### config.mk
export PLATFORM = sky130hd
export DESIGN_NAME = brat_ckpt_ctrl_flat
export DESIGN_NICKNAME = d
export VERILOG_FILES = /design/src/rtl/brat_ckpt_if.sv /design/src/rtl/brat_ckpt_ctrl.sv /design/src/flat_wrapper.sv
export SDC_FILE = /design/constraint.sdc
export NUM_CORES = 1
export LEC_CHECK = 0
export CAP_MARGIN = 20
export CORE_ASPECT_RATIO = 1.2
export CORE_UTILIZATION = 52
export CTS_BUF_LIST = sky130_fd_sc_hd__clkbuf_8
export CTS_CLUSTER_DIAMETER = 100
export DETAILED_ROUTE_END_ITERATION = 8
export PLACE_DENSITY_LB_ADDON = 0.1
export SYNTH_ARGS = -nofsm -noshare
export SYNTH_HDL_FRONTEND = slang
export SYNTH_SLANG_ARGS = --single-unit
### constraint.sdc
create_clock -name clk -period 8.1 [get_ports clk]
set_input_delay 1.215 -clock clk [delete_from_list [all_inputs] [get_ports clk]]
set_output_delay 1.215 -clock clk [all_outputs]
set_load 0.01 [all_outputs]
### src/rtl/brat_ckpt_if.sv
// Rename/retire/mispredict bus between the front end and the branch RAT
// checkpoint controller.
//   master : drives alloc_req/alloc_robid, ret_branch_val/ret_robid,
//            mispredict_val/mispredict_robid; observes grant, stall, restore
//            and status signals.
//   slave  : the checkpoint controller itself.
interface brat_ckpt_if #(
   parameter int unsigned ISSUE_WIDTH_MAX     = 2,
   parameter int unsigned ROB_MAX_RETIRE      = 2,
   parameter int unsigned ROB_SIZE_CLOG       = 6,
   parameter int unsigned BRATCR_NUM_ETY_CLOG = 3
);
   logic [ISSUE_WIDTH_MAX-1:0]                          alloc_req;
   logic [ISSUE_WIDTH_MAX-1:0][ROB_SIZE_CLOG-1:0]       alloc_robid;
   logic                                                alloc_gnt;
   logic [ISSUE_WIDTH_MAX-1:0][BRATCR_NUM_ETY_CLOG-1:0] alloc_idx;
   logic                                                rename_stall;
   logic [ROB_MAX_RETIRE-1:0]                           ret_branch_val;
   logic [ROB_MAX_RETIRE-1:0][ROB_SIZE_CLOG-1:0]        ret_robid;
   logic                                                mispredict_val;
   logic [ROB_SIZE_CLOG-1:0]                            mispredict_robid;
   logic                                                mispredict_rdy;
   logic                                                restore_en;
   logic [BRATCR_NUM_ETY_CLOG-1:0]                      restore_idx;
   logic                                                bratcr_full;
   logic                                                ckpt_err;

   modport master (
      output alloc_req, alloc_robid, ret_branch_val, ret_robid,
             mispredict_val, mispredict_robid,
      input  alloc_gnt, alloc_idx, rename_stall, mispredict_rdy,
             restore_en, restore_idx, bratcr_full, ckpt_err
   );

   modport slave (
      input  alloc_req, alloc_robid, ret_branch_val, ret_robid,
             mispredict_val, mispredict_robid,
      output alloc_gnt, alloc_idx, rename_stall, mispredict_rdy,
             restore_en, restore_idx, bratcr_full, ckpt_err
   );
endinterface

### src/rtl/brat_ckpt_ctrl.sv
// Branch RAT checkpoint allocation/recovery controller.
// Checkpoint entries form a circular queue: up to ISSUE_WIDTH_MAX entries are
// allocated per cycle at rename, freed in order at retire, and CAM-searched on
// a mispredict, which launches a RESTORE/RESUME sequence stalling rename.
// Ports:
//   clk, rst_n : clock, asynchronous active-low reset
//   bus        : brat_ckpt_if slave (alloc, retire, mispredict, restore, status)
module brat_ckpt_ctrl #(
   parameter int unsigned ISSUE_WIDTH_MAX     = 2,
   parameter int unsigned ROB_MAX_RETIRE      = 2,
   parameter int unsigned ROB_SIZE_CLOG       = 6,
   parameter int unsigned BRATCR_NUM_ETY      = 8,
   parameter int unsigned BRATCR_NUM_ETY_CLOG = 3
) (
   input  logic        clk,
   input  logic        rst_n,
   brat_ckpt_if.slave  bus
);
   localparam int unsigned IW   = ISSUE_WIDTH_MAX;
   localparam int unsigned RW   = ROB_MAX_RETIRE;
   localparam int unsigned ROBW = ROB_SIZE_CLOG;
   localparam int unsigned N    = BRATCR_NUM_ETY;
   localparam int unsigned IDXW = BRATCR_NUM_ETY_CLOG;
   localparam int unsigned CNTW = BRATCR_NUM_ETY_CLOG + 1;

   typedef enum logic [1:0] {S_IDLE, S_RESTORE, S_RESUME} state_e;

   state_e                   state_q, state_d;
   logic [IDXW-1:0]          head_q, head_d;
   logic [IDXW-1:0]          tail_q, tail_d;
   logic [CNTW-1:0]          count_q, count_d;
   logic [N-1:0]             valid_q, valid_d;
   logic [N-1:0][ROBW-1:0]   robid_q, robid_d;
   logic                     restore_en_q, restore_en_d;
   logic [IDXW-1:0]          restore_idx_q, restore_idx_d;
   logic                     ckpt_err_q, ckpt_err_d;

   logic                     is_idle_c;
   logic [CNTW-1:0]          need_c;
   logic                     gnt_c;
   logic [IW-1:0][IDXW-1:0]  idx_c;
   logic [IDXW-1:0]          hp_c;
   logic [CNTW-1:0]          freed_c;
   logic                     hit_c;
   logic [IDXW-1:0]          hidx_c;

   // Distance of entry e from the queue head (age order, modulo N).
   function automatic logic [IDXW-1:0] age_of(input logic [IDXW-1:0] e,
                                              input logic [IDXW-1:0] base);
      return e - base;
   endfunction

   // Allocation: slot i takes tail plus the number of lower requesting slots.
   always_comb begin
      need_c = '0;
      idx_c  = '0;
      for (int i = 0; i < IW; i++) begin
         idx_c[i] = tail_q + IDXW'(need_c);
         need_c   = need_c + CNTW'(bus.alloc_req[i]);
      end
      is_idle_c = (state_q == S_IDLE);
      gnt_c = is_idle_c & ~bus.mispredict_val & (need_c != '0) &
              ((CNTW'(N) - count_q) >= need_c);
   end

   // Next-state: allocation write, in-order retire free, mispredict CAM/flush.
   always_comb begin
      state_d       = state_q;
      head_d        = head_q;
      tail_d        = tail_q;
      count_d       = count_q;
      valid_d       = valid_q;
      robid_d       = robid_q;
      restore_en_d  = 1'b0;
      restore_idx_d = restore_idx_q;
      ckpt_err_d    = ckpt_err_q;
      hp_c          = head_q;
      freed_c       = '0;
      hit_c         = 1'b0;
      hidx_c        = '0;

      if (gnt_c) begin
         for (int i = 0; i < IW; i++) begin
            if (bus.alloc_req[i]) begin
               valid_d[idx_c[i]] = 1'b1;
               robid_d[idx_c[i]] = bus.alloc_robid[i];
            end
         end
         tail_d = tail_q + IDXW'(need_c);
      end

      // A retire that does not match the head entry is flagged and skipped.
      for (int k = 0; k < RW; k++) begin
         if (bus.ret_branch_val[k]) begin
            if (valid_q[hp_c] && (robid_q[hp_c] == bus.ret_robid[k])) begin
               valid_d[hp_c] = 1'b0;
               hp_c          = hp_c + IDXW'(1);
               freed_c       = freed_c + CNTW'(1);
            end else begin
               ckpt_err_d = 1'b1;
            end
         end
      end
      head_d  = hp_c;
      count_d = count_q + (gnt_c ? need_c : '0) - freed_c;

      for (int e = N - 1; e >= 0; e--) begin
         if (valid_q[e] && (robid_q[e] == bus.mispredict_robid)) begin
            hit_c  = 1'b1;
            hidx_c = IDXW'(e);
         end
      end

      case (state_q)
         S_IDLE: begin
            if (bus.mispredict_val) begin
               if (hit_c) begin
                  state_d       = S_RESTORE;
                  restore_en_d  = 1'b1;
                  restore_idx_d = hidx_c;
                  tail_d        = hidx_c;
                  count_d       = CNTW'(age_of(hidx_c, head_d));
                  // Flush the mispredicted entry and everything younger.
                  for (int e = 0; e < N; e++) begin
                     if (age_of(IDXW'(e), head_q) >= age_of(hidx_c, head_q))
                        valid_d[e] = 1'b0;
                  end
               end else begin
                  ckpt_err_d = 1'b1;
               end
            end
         end
         S_RESTORE: state_d = S_RESUME;
         S_RESUME:  state_d = S_IDLE;
         default:   state_d = S_IDLE;
      endcase
   end

   // State registers.
   always_ff @(posedge clk or negedge rst_n) begin
      if (!rst_n) begin
         state_q       <= S_IDLE;
         head_q        <= '0;
         tail_q        <= '0;
         count_q       <= '0;
         valid_q       <= '0;
         robid_q       <= '0;
         restore_en_q  <= 1'b0;
         restore_idx_q <= '0;
         ckpt_err_q    <= 1'b0;
      end else begin
         state_q       <= state_d;
         head_q        <= head_d;
         tail_q        <= tail_d;
         count_q       <= count_d;
         valid_q       <= valid_d;
         robid_q       <= robid_d;
         restore_en_q  <= restore_en_d;
         restore_idx_q <= restore_idx_d;
         ckpt_err_q    <= ckpt_err_d;
      end
   end

   assign bus.alloc_gnt      = gnt_c;
   assign bus.alloc_idx      = idx_c;
   assign bus.rename_stall   = ~is_idle_c | ((need_c != '0) & ~gnt_c);
   assign bus.mispredict_rdy = is_idle_c;
   assign bus.restore_en     = restore_en_q;
   assign bus.restore_idx    = restore_idx_q;
   assign bus.bratcr_full    = (count_q == CNTW'(N));
   assign bus.ckpt_err       = ckpt_err_q;
endmodule

### src/flat_wrapper.sv
// flat-port wrapper written by rule: the top's interface ports become plain ports
module brat_ckpt_ctrl_flat 
#(
   parameter int unsigned ISSUE_WIDTH_MAX     = 2,
   parameter int unsigned ROB_MAX_RETIRE      = 2,
   parameter int unsigned ROB_SIZE_CLOG       = 6,
   parameter int unsigned BRATCR_NUM_ETY      = 8,
   parameter int unsigned BRATCR_NUM_ETY_CLOG = 3
)
  (clk, rst_n, bus_alloc_req, bus_alloc_robid, bus_ret_branch_val, bus_ret_robid, bus_mispredict_val, bus_mispredict_robid, bus_alloc_gnt, bus_alloc_idx, bus_rename_stall, bus_mispredict_rdy, bus_restore_en, bus_restore_idx, bus_bratcr_full, bus_ckpt_err);
  brat_ckpt_if #(.ISSUE_WIDTH_MAX(ISSUE_WIDTH_MAX), .ROB_MAX_RETIRE(ROB_MAX_RETIRE), .ROB_SIZE_CLOG(ROB_SIZE_CLOG), .BRATCR_NUM_ETY_CLOG(BRATCR_NUM_ETY_CLOG)) bus_i ();
  input  logic clk;
  input  logic rst_n;
  input wire logic [$bits(bus_i.alloc_req)-1:0] bus_alloc_req;
  input wire logic [$bits(bus_i.alloc_robid)-1:0] bus_alloc_robid;
  input wire logic [$bits(bus_i.ret_branch_val)-1:0] bus_ret_branch_val;
  input wire logic [$bits(bus_i.ret_robid)-1:0] bus_ret_robid;
  input wire logic [$bits(bus_i.mispredict_val)-1:0] bus_mispredict_val;
  input wire logic [$bits(bus_i.mispredict_robid)-1:0] bus_mispredict_robid;
  output wire logic [$bits(bus_i.alloc_gnt)-1:0] bus_alloc_gnt;
  output wire logic [$bits(bus_i.alloc_idx)-1:0] bus_alloc_idx;
  output wire logic [$bits(bus_i.rename_stall)-1:0] bus_rename_stall;
  output wire logic [$bits(bus_i.mispredict_rdy)-1:0] bus_mispredict_rdy;
  output wire logic [$bits(bus_i.restore_en)-1:0] bus_restore_en;
  output wire logic [$bits(bus_i.restore_idx)-1:0] bus_restore_idx;
  output wire logic [$bits(bus_i.bratcr_full)-1:0] bus_bratcr_full;
  output wire logic [$bits(bus_i.ckpt_err)-1:0] bus_ckpt_err;
  assign bus_i.alloc_req = bus_alloc_req;
  assign bus_i.alloc_robid = bus_alloc_robid;
  assign bus_i.ret_branch_val = bus_ret_branch_val;
  assign bus_i.ret_robid = bus_ret_robid;
  assign bus_i.mispredict_val = bus_mispredict_val;
  assign bus_i.mispredict_robid = bus_mispredict_robid;
  assign bus_alloc_gnt = bus_i.alloc_gnt;
  assign bus_alloc_idx = bus_i.alloc_idx;
  assign bus_rename_stall = bus_i.rename_stall;
  assign bus_mispredict_rdy = bus_i.mispredict_rdy;
  assign bus_restore_en = bus_i.restore_en;
  assign bus_restore_idx = bus_i.restore_idx;
  assign bus_bratcr_full = bus_i.bratcr_full;
  assign bus_ckpt_err = bus_i.ckpt_err;
  brat_ckpt_ctrl #(.ISSUE_WIDTH_MAX(ISSUE_WIDTH_MAX), .ROB_MAX_RETIRE(ROB_MAX_RETIRE), .ROB_SIZE_CLOG(ROB_SIZE_CLOG), .BRATCR_NUM_ETY(BRATCR_NUM_ETY), .BRATCR_NUM_ETY_CLOG(BRATCR_NUM_ETY_CLOG)) u_core (.clk(clk), .rst_n(rst_n), .bus(bus_i));
endmodule
---- After elaboration in Yosys (flattened, before gate mapping) ----
Cells that the tools add are included.
word-level totals
  flip-flop bits (word level) ............. 73
  input port bits ......................... 37
  output and inout bits ................... 15
  logic and storage cells ................. 187
operators by class
  add/subtract/negate cells ............... 19
  $lt $le $gt $ge ......................... 17
  eq/ne operators ......................... 14
  multiplexer cells ....................... 89
  bitwise logic cells ..................... 14
  reductions and logical operators ........ 18
operator list
  operator                                                                       count
  48-bit two-way mux                                                             3
  48-bit bitwise mux                                                             2
  8-bit two-way mux                                                              11
  6-bit equality test                                                            10
  3-bit two-way mux                                                              16
  6-bit binary-select mux with 3-bit select                                      2
  6-bit demux with 3-bit select                                                  2
  1-bit two-way mux                                                              33
  4-bit two-way mux                                                              7
  3-bit >= comparator                                                            8
  6-bit two-way mux                                                              4
  8-bit AND                                                                      2
  3-bit by 4-bit less-than comparator with 1-bit output (second input constant)  4
  8-bit inverter                                                                 2
  8-bit bitwise OR                                                               2
  1-bit logical AND                                                              14
  1-bit demux with 3-bit select                                                  4
  3-bit by 1-bit >= comparator with 1-bit output (second input constant)         4
  3-bit subtractor (first input constant)                                        4
  3-bit by 1-bit adder with 3-bit output (second input constant)                 2
  1-bit binary-select mux with 3-bit select                                      2
  1-bit by 3-bit subtractor with 3-bit output (first input constant)             2
  2-bit by 3-bit subtractor with 3-bit output (first input constant)             2
  3-bit subtractor                                                               2
  20 further kinds                                                               27

---- Logic depth before layout (Yosys ltp) ----
Gate-level depths: netlist of the first run.
  word-level depth ........................ 20
  gate-level depth with buffers ........... 27
  mapped depth without buffers ............ 23

---- Least setup slack after synthesis of the first run ----
Ideal clock, no wire load.
  kind .................................... register -> register
  start ................................... reg u_core.head_q[1]
  end ..................................... reg u_core.count_q[2]
  library setup time ...................... 0.135 ns
  arrival ................................. 5.387 ns
  data required time ...................... 7.965 ns
  path slack .............................. 2.578 ns
  stages on the path, launching flop included .. 26
  clock period less this slack ............ 5.522 ns
  cell sequence ........................... dfrtp_1 -> clkbuf_2 -> inv_2 -> mux4_2 -> xor2_1 -> nand4_1 -> nor3_4 -> xnor2_2 -> inv_2 -> buf_4 -> o32ai_1 -> nor3_1 -> or3_1 -> a211o_1 -> nor2_1 -> and2_1 -> ha_1 -> mux2_2 -> ha_1 -> inv_1 -> ha_1 -> inv_1 -> fa_1 -> xnor2_1 -> nor2_1 -> a21oi_1
between the ends
  longest elaborated chain between the ends .. 16
  elaborated cells on any way between the ends .. 28
  classes of those cells .................. add/sub (5); eq/ne (2); mux (19); reduce/logical (2)
ends and longest elaborated chain
  item                                                           RTL line                                     RTL
  start: declaration                                             brat_ckpt_ctrl.sv:29                         logic [IDXW-1:0] head_q, head_d;
  start signal: assignment                                       brat_ckpt_ctrl.sv:143                        head_q <= '0;
  start signal: assignment                                       brat_ckpt_ctrl.sv:153                        head_q <= head_d;
  6-bit binary-select mux with 3-bit select                      brat_ckpt_ctrl.sv:95                         if (valid_q[hp_c] && (robid_q[hp_c] == bus.ret_robid[k])) begin
  6-bit two-way mux (implied by the code)                        brat_ckpt_ctrl.sv:95
  6-bit equality test                                            brat_ckpt_ctrl.sv:95
  1-bit logical AND                                              brat_ckpt_ctrl.sv:95
  3-bit two-way mux                                              brat_ckpt_ctrl.sv:95
  3-bit two-way mux                                              brat_ckpt_ctrl.sv:94                         if (bus.ret_branch_val[k]) begin
  6-bit binary-select mux with 3-bit select                      brat_ckpt_ctrl.sv:95
  6-bit two-way mux (implied by the code)                        brat_ckpt_ctrl.sv:95
  6-bit equality test                                            brat_ckpt_ctrl.sv:95
  1-bit logical AND                                              brat_ckpt_ctrl.sv:95
  4-bit two-way mux / 3-bit two-way mux (equally long branches)  brat_ckpt_ctrl.sv:95
  4-bit two-way mux / 3-bit two-way mux (equally long branches)  brat_ckpt_ctrl.sv:94
  4-bit subtractor / 3-bit subtractor (equally long branches)    brat_ckpt_ctrl.sv:105, brat_ckpt_ctrl.sv:50
  4-bit two-way mux                                              brat_ckpt_ctrl.sv:117                        if (hit_c) begin
  4-bit two-way mux                                              brat_ckpt_ctrl.sv:116                        if (bus.mispredict_val) begin
  4-bit two-way mux *                                            brat_ckpt_ctrl.sv:114                        case (state_q)
  via u_core.count_d[2]                                          brat_ckpt_ctrl.sv:31                         logic [CNTW-1:0] count_q, count_d;
  end signal: assignment                                         brat_ckpt_ctrl.sv:155                        count_q <= count_d;
  end: declaration                                               brat_ckpt_ctrl.sv:31
The timed path passes the listed nets; every way through them passes the cells marked *. The select of a mux whose other input is x is not followed.
A chain may end at the register's enable or synchronous reset.

---- Worst setup path in the final report of the first run ----
  start ................................... reg u_core.head_q[0]
  end ..................................... reg u_core.count_q[2]
Same word-level chain as after synthesis.

==> metrics, run 1 <==
Reg clk slew, reported paths 0.09 ns; power share of the clock group 11.8%; Post-DRT Antenna Nets 0; # port buffers 51; cell chosen for the clock root clkbuf_8; post-synthesis net count 783; GRT Total Usage 35.7%; Max FO, Critical Path 18; drt total wl 21300 um; Sw Pwr 1310 uW; full die area 12600 sq um; share of cells above drive strength 1 9.04%; diodes inserted 0; Placer Congestion 1.02; leading area contributor after synthesis dfrtp_1; largest net degree at the start of global routing 74; MaxCap Viol Count 0; vias in the first global route 5558; switch share 48.1%; Core Area 11700 sq um; initial antenna violation count 0; Worst setup SP type register; clock buffer depth 2; GR Overflow Total 0; final hold vios 0; dominant cells by area after synthesis dfrtp_1 (29%), mux2i_1 (11%), ha_1 (7.6%), xnor2_1 (5.6%), a21oi_1 (5.1%); Clock Skews 0.0122 ns; detailed-route via count 5622; final worst path period share 84.4%; element type at the critical path end register; Post-CTS Setup Bufs 0; Post-Syn Area 6300 sq um; flops & latches, synth 73; cts hold-fix bufs 0; Max Clock Freq 146 MHz; Synth Instances 703; CTS tree yes; Slew Limit Fails 0; final worst slack 1.27 ns; commonest non-fill, non-tap cell in the layout nor2_1; PD cells 379 nW/um^2; Layout area overhead 13.7%; Setup Viol. Count Final 0; min Tclk post-route 6.83 ns; Worst VDD drop 0.156 mV; status completed; crit path kind reg -> reg; Starting Density 53.9%; fill cell count 1030; initial DRC count 352; Lkg Pwr 0.00311 uW; drc violations 0; Max-slew headroom 33.9%; dpl ws 1.33 ns; Least-Margin Pin Slew 0.992 ns; post-CTS sizing 0; number of synthesized flops with an enable pin 0; Worst-Skew Late Latency 0.37 ns; combinational share of power 57.8%; synth warn 0; final net count 816; Synth top area share 29.0%; Cell variety after synth 60; sequential-to-total area share from yosys stat 29.0%; Worst Hold Class reg -> reg; Die Y 123 um; die width 102 um; Wirelength per Cell 23.7 um; I/O pin count 52; ys async rst share 100%; Num CTS Buffers 9; most frequent cells in the layout nor2_1 (79), dfrtp_1 (73), mux2i_1 (71); Worst EP required 8.39 ns; ys flop type dfrtp_1; post-DR vias/cell 6.26; DRT Pass-1 Iters 5; Critical Path AT 7.13 ns; H-tree depth 3; placed cells 882; row cnt 43; global-route wire length before repair 32100 um; post-DP HPWL 15900 um; RSZ-0062 raised after global routing false; TNS Setup 0 ns; sequential share of power 30.4%; Non-Filler Instances 898; Internal 1410 uW; average size of a mapped cell 8.96 sq um; CTS sink count 73
## kinds of logic (layout without fill, tap and decap cells)
logic type | Yosys count | in the layout | share of synthesized area (%)
multiplexers | 89 | 89 | 16.7
AO/OA/AOI/OAI | 147 | 147 | 14.6
buffers and inverters | 82 | 120 | 5.23
AND/OR/NAND/NOR | 196 | 196 | 15.1
adder cells (fa/ha/maj) | 43 | 43 | 9.14
XOR/XNOR | 73 | 73 | 10.3
flip-flops | 73 | 73 | 29.0
## cells in the mapped netlist, types with 7 or more instances
master and n:
mux4_2 12, o22ai_1 14, ha_1 38, nand4_1 17
or3_1 7, xor2_1 32, inv_1 32, nor2_1 79
nand2_1 40, xnor2_1 40, o32ai_1 9, o21ai_0 21
nand3_1 7, nor4_1 12, a21oi_1 64, nor3_1 10
a31oi_1 7, mux2i_1 71, buf_1 15, clkbuf_1 23
dfrtp_1 73
## worst max-delay path: stages (launching register included)
cell	delay (ns)
dfrtp_1	0.94
inv_1	0.48
mux2i_1	0.29
xor2_1	0.25
nand4_1	0.24
nor3_4	0.54
buf_4	0.31
a2bb2oi_2	0.47
o22ai_1	0.21
o21a_1	0.22
nor4_1	0.59
a31o_2	0.25
and2_1	0.16
ha_1	0.23
mux2_2	0.27
ha_1	0.29
inv_1	0.06
ha_1	0.17
inv_1	0.06
fa_1	0.38
xnor2_1	0.15
nor2_1	0.05
a21oi_1	0.14
## metrics by stage
stage | hold slack (ns) | instance area, sq um | util (%) | total power (uW)
floorplan | 0.403 | 6300 | - | 1840
global placement | 0.416 | 6950 | 59.5 | 2320
detailed placement | 0.431 | 6950 | 59.5 | 2360
CTS | 0.445 | 7160 | 61.3 | 2690
global route | 0.501 | 7160 | 61.3 | 2890
finish | 0.436 | 7160 | 61.3 | 2710
## sequential cells by signal, summed over array words and instances (netlist names)
| register | cells |
|---|---|
| u_core.state_q | 2 |
| u_core.bus.restore_en | 1 |
| u_core.valid_q | 8 |
| u_core.head_q | 3 |
| u_core.robid_q | 48 |
| u_core.tail_q | 3 |
| u_core.bus.ckpt_err | 1 |
| u_core.bus.restore_idx | 3 |
| u_core.count_q | 4 |
## metal layers
layer	part of all wire, %	global-route usage [%]	vias to the layer above
li1	-	-	2584
met1	41	44.3	2689
met2	46	57.1	269
met3	6.4	5.41	80
met4	6.8	23.9	0
met5	0	0	-
## final cells by class
type / count / area, sq um / share of cell area (%)
clock buffer: 11 / 151 / 2.11
timing repair buffer: 69 / 641 / 8.94
inverter: 35 / 131 / 1.83
tap: 157 / 196 / 2.74
clock inverter: 5 / 62.6 / 0.874
multi-input combinational: 548 / 4150 / 58.0
sequential: 73 / 1830 / 25.5
## power groups by stage
| stage | registers (uW) | clock network [uW] | logic (uW) |
|---|---|---|---|
| finish | 825 | 319 | 1570 |
| global route | 835 | 334 | 1720 |
| CTS | 812 | 323 | 1560 |
| detailed placement | 818 | 0 | 1550 |
| global placement | 813 | 0 | 1500 |
| floorplan | 696 | 0 | 1150 |
## worst paths after layout
kind                                        start                  to  slack (ns)  cells after the start
worst max-delay path             u_core.head_q[0]   u_core.count_q[2]        1.27                     22
worst min-delay path            u_core.state_q[1]   u_core.state_q[1]        0.44                      1
worst max register to register   u_core.head_q[0]   u_core.count_q[2]        1.27                     22
worst min register to register  u_core.state_q[1]   u_core.state_q[1]        0.44                      1
max in group asynchronous                   rst_n  u_core.robid_q[43]        6.36                      2
min in group asynchronous                   rst_n   u_core.state_q[1]        1.05                      2
Note: power is estimated with default switching activity, not from simulation.
==> run 2, diff against run 1 <==
==> constraint.sdc (replaced) <==
create_clock -name clk -period 5.8 [get_ports clk]
set_input_delay 0.87 -clock clk [delete_from_list [all_inputs] [get_ports clk]]
set_output_delay 0.87 -clock clk [all_outputs]
set_load 0.01 [all_outputs]
==> run 2 against run 1 <==
Setup slack got worse by 1.0 ns. Utilization rose by 4.1 points. Final area rose by 6.7%. Clock skew rose by 0.0035 ns. Critical path depth fell by 1. Wire length barely moved. Non-clock buffer count rose by 38. Die area did not move. Via count rose by 3.6%. Sequential share of layout area fell by 1.5 points. Final cell count rose by 4.2%.
==> metrics, run 2 (synthesis results as in run 1) <==
initial DRC count 330 (-6.3%); full die area 12600 sq um (unchanged); Least-Margin Pin Slew 1.02 ns (+0.0270 ns); Max Clock Freq 180 MHz (+23%); top flop regs u_core.robid_q x48, u_core.valid_q x8, u_core.count_q x4; initial antenna violation count 0 (unchanged); dpl ws -0.00449 ns (-1.33 ns); Setup Viol. Count Final 0 (unchanged); final net count 854 (+4.7%); Max-slew headroom 32.1% (-1.8 points); final hold vios 0 (unchanged); GR Overflow Total 0 (unchanged); Wirelength per Cell 22.8 um (-4.1%); Worst setup SP type register; final worst path period share 95.9% (+12 points); Clock Skews 0.0158 ns (+0.00351 ns); final worst slack 0.238 ns (-1.03 ns); Biggest register u_core.robid_q; status completed; area occupied by multi-input gates 4300 sq um (+3.6%); I/O pin count 52 (unchanged); RSZ-0062 raised after global routing true; # port buffers 51 (unchanged); Post-DRT Antenna Nets 0 (unchanged); CP Cell Sequence buf_4, mux4_2, mux2i_1, xnor2_1, nor4b_1, xnor2_1, buf_4, mux4_2, a211o_1, nor2_4, and2_4, ha_1, mux2_2, ha_1, inv_1, ha_1, inv_1, fa_1, xnor2_1, nor2_1, a21oi_1; Max FO, Critical Path 8 (-10); Critical Path AT 5.78 ns (-1.35 ns); element type at the critical path end register; Core Area 11700 sq um (unchanged); PD cells 525 nW/um^2 (+38%); slowest stage delay, CP 0.50 ns (-0.44 ns); post-DR vias/cell 6.22 (-0.58%); diodes inserted 0 (unchanged); clock buffer depth 2 (unchanged); register area 1830 sq um (+0.21%); CP max-delay cell mux4_2; fill cell count 1002 (-2.7%); detailed-route via count 5826 (+3.6%); GRT Total Usage 35.6% (-0.10 points); crit path kind reg -> reg; row cnt 43 (unchanged); largest net degree at the start of global routing 74 (unchanged); H-tree depth 3 (unchanged); commonest non-fill, non-tap cell in the layout nor2_1; Placer Congestion 1.01 (-0.84%); drt total wl 21300 um (about the same); die width 102 um (unchanged); Slew Limit Fails 0 (unchanged); Worst VDD drop 0.264 mV (+70%); min Tclk post-route 5.56 ns (-1.27 ns); Worst-Skew Late Latency 0.36 ns (about the same); vias in the first global route 5668 (+2.0%); Worst Hold Class reg -> reg; drc violations 0 (unchanged); Lkg Pwr 0.00333 uW (+7.3%); Num CTS Buffers 9 (unchanged); Layout area overhead 21.3%; Die Y 123 um (unchanged); most frequent cells in the layout nor2_1 (78), dfrtp_1 (70), mux2i_1 (68); cell chosen for the clock root clkbuf_8; Reg clk slew, reported paths 0.10 ns (about the same); CTS tree yes; Starting Density 53.9% (unchanged); share of cells above drive strength 1 15.9% (+6.9 points); worst reg-to-reg setup slack 0.24 ns (-1.03 ns); TNS Setup 0 ns (unchanged); MaxCap Viol Count 0 (unchanged); Worst EP required 6.02 ns (-2.37 ns); CTS sink count 73 (unchanged); post-DP HPWL 16300 um (+2.5%); global-route wire length before repair 32100 um (-0.19%); max FFs per register 48 (unchanged); DRT Pass-1 Iters 5 (unchanged)
## run 2: cell types whose count changed in the layout (fill, tap and decap cells not counted), moves of 3 or more
| cell | delta |
|---|---|
| dfrtp_2 | +3 |
| o32ai_1 | -7 |
| buf_12 | +4 |
| dfrtp_1 | -3 |
| buf_4 | +32 |
| mux2i_1 | -3 |
| o32ai_2 | +6 |
## run 2: final timing paths
| kind | endpoint | cells after the start | startpoint |
|---|---|---|---|
| min in group asynchronous | u_core.state_q[1] | 2 | rst_n |
| max in group asynchronous | u_core.head_q[2] | 2 | rst_n |
| setup / recovery | u_core.count_q[2] | 21 | u_core.head_q[2] |
| setup reg to reg | u_core.count_q[2] | 21 | u_core.head_q[2] |
| hold / removal | u_core.state_q[1] | 1 | u_core.state_q[1] |
| hold reg to reg | u_core.state_q[1] | 1 | u_core.state_q[1] |
## run 2: worst max-delay path, delay by kind of cell (launching register included)
kind / cells / cell delay, ns
and+or+nand+nor: 4 / 0.81
buffers and inverters: 4 / 0.64
muxes: 4 / 1.39
DFF: 1 / 0.48
adders and majority gates: 4 / 1.04
xor gates and xnor gates: 3 / 0.65
AOI/OAI and AO/OA: 2 / 0.40
## run 2: area by class of cell
| type | instances | share of cell area [%] |
|---|---|---|
| multi-input combinational | 548 | 56.3 |
| clock inverter | 7 | 0.934 |
| clock buffer | 9 | 1.62 |
| sequential | 73 | 24.0 |
| tap | 157 | 2.57 |
| timing repair buffer | 107 | 12.9 |
| inverter | 35 | 1.72 |
## run 2: per-layer routing
metal / up-vias / part of all wire (%) / routed length [um] / global-route usage [%]
li1: 2661 / - / - / -
met1: 2846 / 41 / 8830 / 45.3
met2: 244 / 47 / 9920 / 56.8
met3: 75 / 5.6 / 1200 / 5.01
met4: 0 / 6.4 / 1370 / 22.0
met5: - / 0 / 0 / 0
## run 2: power breakdown
group	switching, uW	total (uW)	internal [uW]
registers	378	1130	749
clock network	235	403	168
logic	1300	2480	1170
## run 2: through the flow
| step | power, uW | hold WS [ns] | utilization (%) | std cells | cell area [sq um] |
|---|---|---|---|---|---|
| after CTS | 3850 | 0.445 | 63.7 | 932 | 7430 |
| final | 4010 | 0.440 | 65.4 | 936 | 7640 |
| after global placement | 3380 | 0.416 | 62.0 | 916 | 7240 |
| after global routing | 4270 | 0.503 | 65.4 | 936 | 7640 |
| after detailed placement | 3440 | 0.430 | 62.0 | 916 | 7240 |
| after floorplan | 2580 | 0.403 | - | 703 | 6300 |
## run 2: timing repair
item                                    CTS  global route
gates cloned                              0             0
gates resized for setup                   2            27
setup buffers                             0             4
hold buffers                              0             0
pin swaps                                 0             6
endpoints found under the setup margin    1             4
==> run 3, diff against run 2 <==
--- a/config.mk
+++ b/config.mk
@@ -6,11 +6,12 @@
 export NUM_CORES = 1
 export LEC_CHECK = 0
 export CAP_MARGIN = 20
-export CORE_ASPECT_RATIO = 1.2
+export CORE_ASPECT_RATIO = 1.75
 export CORE_UTILIZATION = 52
 export CTS_BUF_LIST = sky130_fd_sc_hd__clkbuf_8
 export CTS_CLUSTER_DIAMETER = 100
 export DETAILED_ROUTE_END_ITERATION = 8
+export MAX_ROUTING_LAYER = met4
 export PLACE_DENSITY_LB_ADDON = 0.1
 export SYNTH_ARGS = -nofsm -noshare
 export SYNTH_HDL_FRONTEND = slang
==> run 3 against run 2 <==
Non-clock buffer count increased by 13. Sequential power is essentially flat. Critical path depth grew 2. First-iteration DRC count grew 7.9%. Die area increased by 0.12%. Clock power shrank 1%. Via count increased by 3.1%. Wire length up 8.9%. Critical endpoint unchanged. Highest routed layer unchanged.
==> metrics, run 3 (synthesis results as in run 1) <==
CP Cell Sequence mux4_2, mux2i_1, xor2_1, nand4_1, nor3_4, buf_4, buf_6, xnor2_2, buf_4, mux2i_1, mux4_2, a211o_1, buf_4, nor3_2, nand2_2, xnor2_2, ha_1, inv_1, fa_1, xor2_1, xnor2_1, xnor2_1, a21oi_1; final hold vios 0 (unchanged); Reg clk slew, reported paths 0.08 ns (-0.02 ns); H-tree depth 3 (unchanged); # port buffers 51 (unchanged); CTS tree yes; Worst EP required 6.03 ns (about the same); vias in the first global route 6143 (+8.4%); I/O pin count 52 (unchanged); Max Clock Freq 175 MHz (-2.4%); PD cells 529 nW/um^2 (+0.82%); GR Overflow Total 0 (unchanged); Lkg Pwr 0.00340 uW (+2.1%); Layout area overhead 21.5%; Worst Hold Class reg -> reg; DRT Pass-1 Iters 7 (+2); Starting Density 53.8% (-0.17 points); Num CTS Buffers 9 (unchanged); Placer Congestion 1.04 (+3.2%); RSZ-0062 raised after global routing true; Setup Viol. Count Final 0 (unchanged); initial antenna violation count 0 (unchanged); area occupied by multi-input gates 4270 sq um (-0.84%); global-route wire length before repair 35100 um (+9.6%); Wirelength per Cell 25.1 um (+10%); GRT Total Usage 39.5% (+3.8 points); Worst VDD drop 0.348 mV (+32%); most frequent cells in the layout nor2_1 (78), dfrtp_1 (71), mux2i_1 (69); row cnt 52 (+21%); Biggest register u_core.robid_q; Die Y 148 um (+20%); Worst Hold Margin 0.430 ns (-0.0100 ns); Post-DRT Antenna Nets 0 (unchanged); switch share 48.3% (+0.42 points); share of cells above drive strength 1 16.7% (+0.75 points); Least-Margin Pin Slew 0.983 ns (-0.0358 ns); CP max-delay cell mux4_2; Sw Pwr 1950 uW (+1.9%); final worst path period share 98.3% (+2.4 points); cell chosen for the clock root clkbuf_8; cts hold-fix bufs 0 (unchanged); Worst setup SP type register; full die area 12600 sq um (+0.12%); Clock Skews 0.0164 ns (+0.000681 ns); drc violations 0 (unchanged); initial DRC count 356 (+7.9%); register area 1830 sq um (about the same); fill cell count 999 (-0.30%); Max FO, Critical Path 8 (unchanged); diodes inserted 0 (unchanged); final net count 867 (+1.5%); clock buffer depth 2 (unchanged); slowest stage delay, CP 0.53 ns (+0.03 ns); power share of the clock group 9.9% (-0.2 points); CTS sink count 73 (unchanged); Max-slew headroom 34.5% (+2.4 points); largest net degree at the start of global routing 74 (unchanged); Slew Limit Fails 0 (unchanged); fin util 65.3% (-0.11 points); crit path kind reg -> reg; post-DR vias/cell 6.48 (+4.1%); Critical Path AT 5.93 ns (+0.15 ns); commonest non-fill, non-tap cell in the layout nor2_1; max FFs per register 48 (unchanged); detailed-route via count 6008 (+3.1%); top flop regs u_core.robid_q x48, u_core.valid_q x8, u_core.count_q x4; combinational share of power 62.3% (+0.5 points); Core Area 11700 sq um (+0.31%); min Tclk post-route 5.70 ns (+0.139 ns); status completed; Worst-Skew Late Latency 0.37 ns (about the same); drt total wl 23200 um (+8.9%); element type at the critical path end register; Internal 2090 uW (+0.16%); post-DP HPWL 17700 um (+8.3%); die width 85.2 um (-17%); crit-path most repeated cell buf_4; MaxCap Viol Count 0 (unchanged); sequential share of power 27.8% (-0.3 points)
[run 3: worst max-delay path, delay by kind of cell, from the launching register on]
| kind | cells | cell delay [ns] |
|---|---|---|
| buffers and inverters | 5 | 0.71 |
| adders and majority gates | 2 | 0.59 |
| muxes | 4 | 1.29 |
| xor gates and xnor gates | 6 | 1.18 |
| DFF | 1 | 0.51 |
| and+or+nand+nor | 4 | 0.88 |
| AOI/OAI and AO/OA | 2 | 0.39 |
[run 3: area by class of cell]
type / instances / area share [%]
clock buffer: 11 / 1.98
clock inverter: 5 / 0.507
inverter: 35 / 1.72
multi-input combinational: 548 / 55.8
sequential: 73 / 23.9
tap: 135 / 2.21
timing repair buffer: 120 / 13.9
[run 3: repair_timing]
action,CTS,global route
resized for setup,2,20
buffers inserted,0,7
endpoints found under the setup margin,1,3
pin swaps,0,4
endpoints found under the hold margin,0,0
[run 3: power by group through the flow]
| stage | clock network [uW] | registers [uW] | logic (uW) |
|---|---|---|---|
| after floorplan | 0 | 972 | 1600 |
| after global placement | 0 | 1110 | 2330 |
| after detailed placement | 0 | 1110 | 2390 |
| after CTS | 409 | 1100 | 2410 |
| after global routing | 426 | 1140 | 2730 |
| final | 399 | 1130 | 2520 |
[run 3: final timing paths]
path                                        start                end  slack, ns  depth (start not counted)
worst min-delay path            u_core.state_q[1]  u_core.state_q[1]       0.43                          1
worst max register to register   u_core.head_q[2]  u_core.count_q[2]        0.1                         23
worst min register to register  u_core.state_q[1]  u_core.state_q[1]       0.43                          1
max in group asynchronous                   rst_n   u_core.head_q[1]       4.36                          2
min in group asynchronous                   rst_n   u_core.tail_q[2]       0.74                          2
worst max-delay path             u_core.head_q[2]  u_core.count_q[2]        0.1                         23
[run 3: stage by stage]
stage	cells	area, sq um	setup WS, ns	setup TNS (ns)	power (uW)
after global placement	904	7280	0.0858	0	3440
after CTS	920	7470	0.0281	0	3920
after detailed placement	904	7280	-0.0524	-0.0524	3500
final	927	7650	0.0992	0	4050
after floorplan	703	6300	0.278	0	2580
after global routing	927	7650	-0.185	-0.288	4290
[run 3: metal layers]
layer / routed length [um] / vias up / global-route usage [%]
met5: 0 / - / -
met4: 1750 / 0 / 26.2
met3: 1020 / 109 / 4.75
met2: 12100 / 268 / 69.2
met1: 8380 / 2939 / 41.0
li1: - / 2692 / -
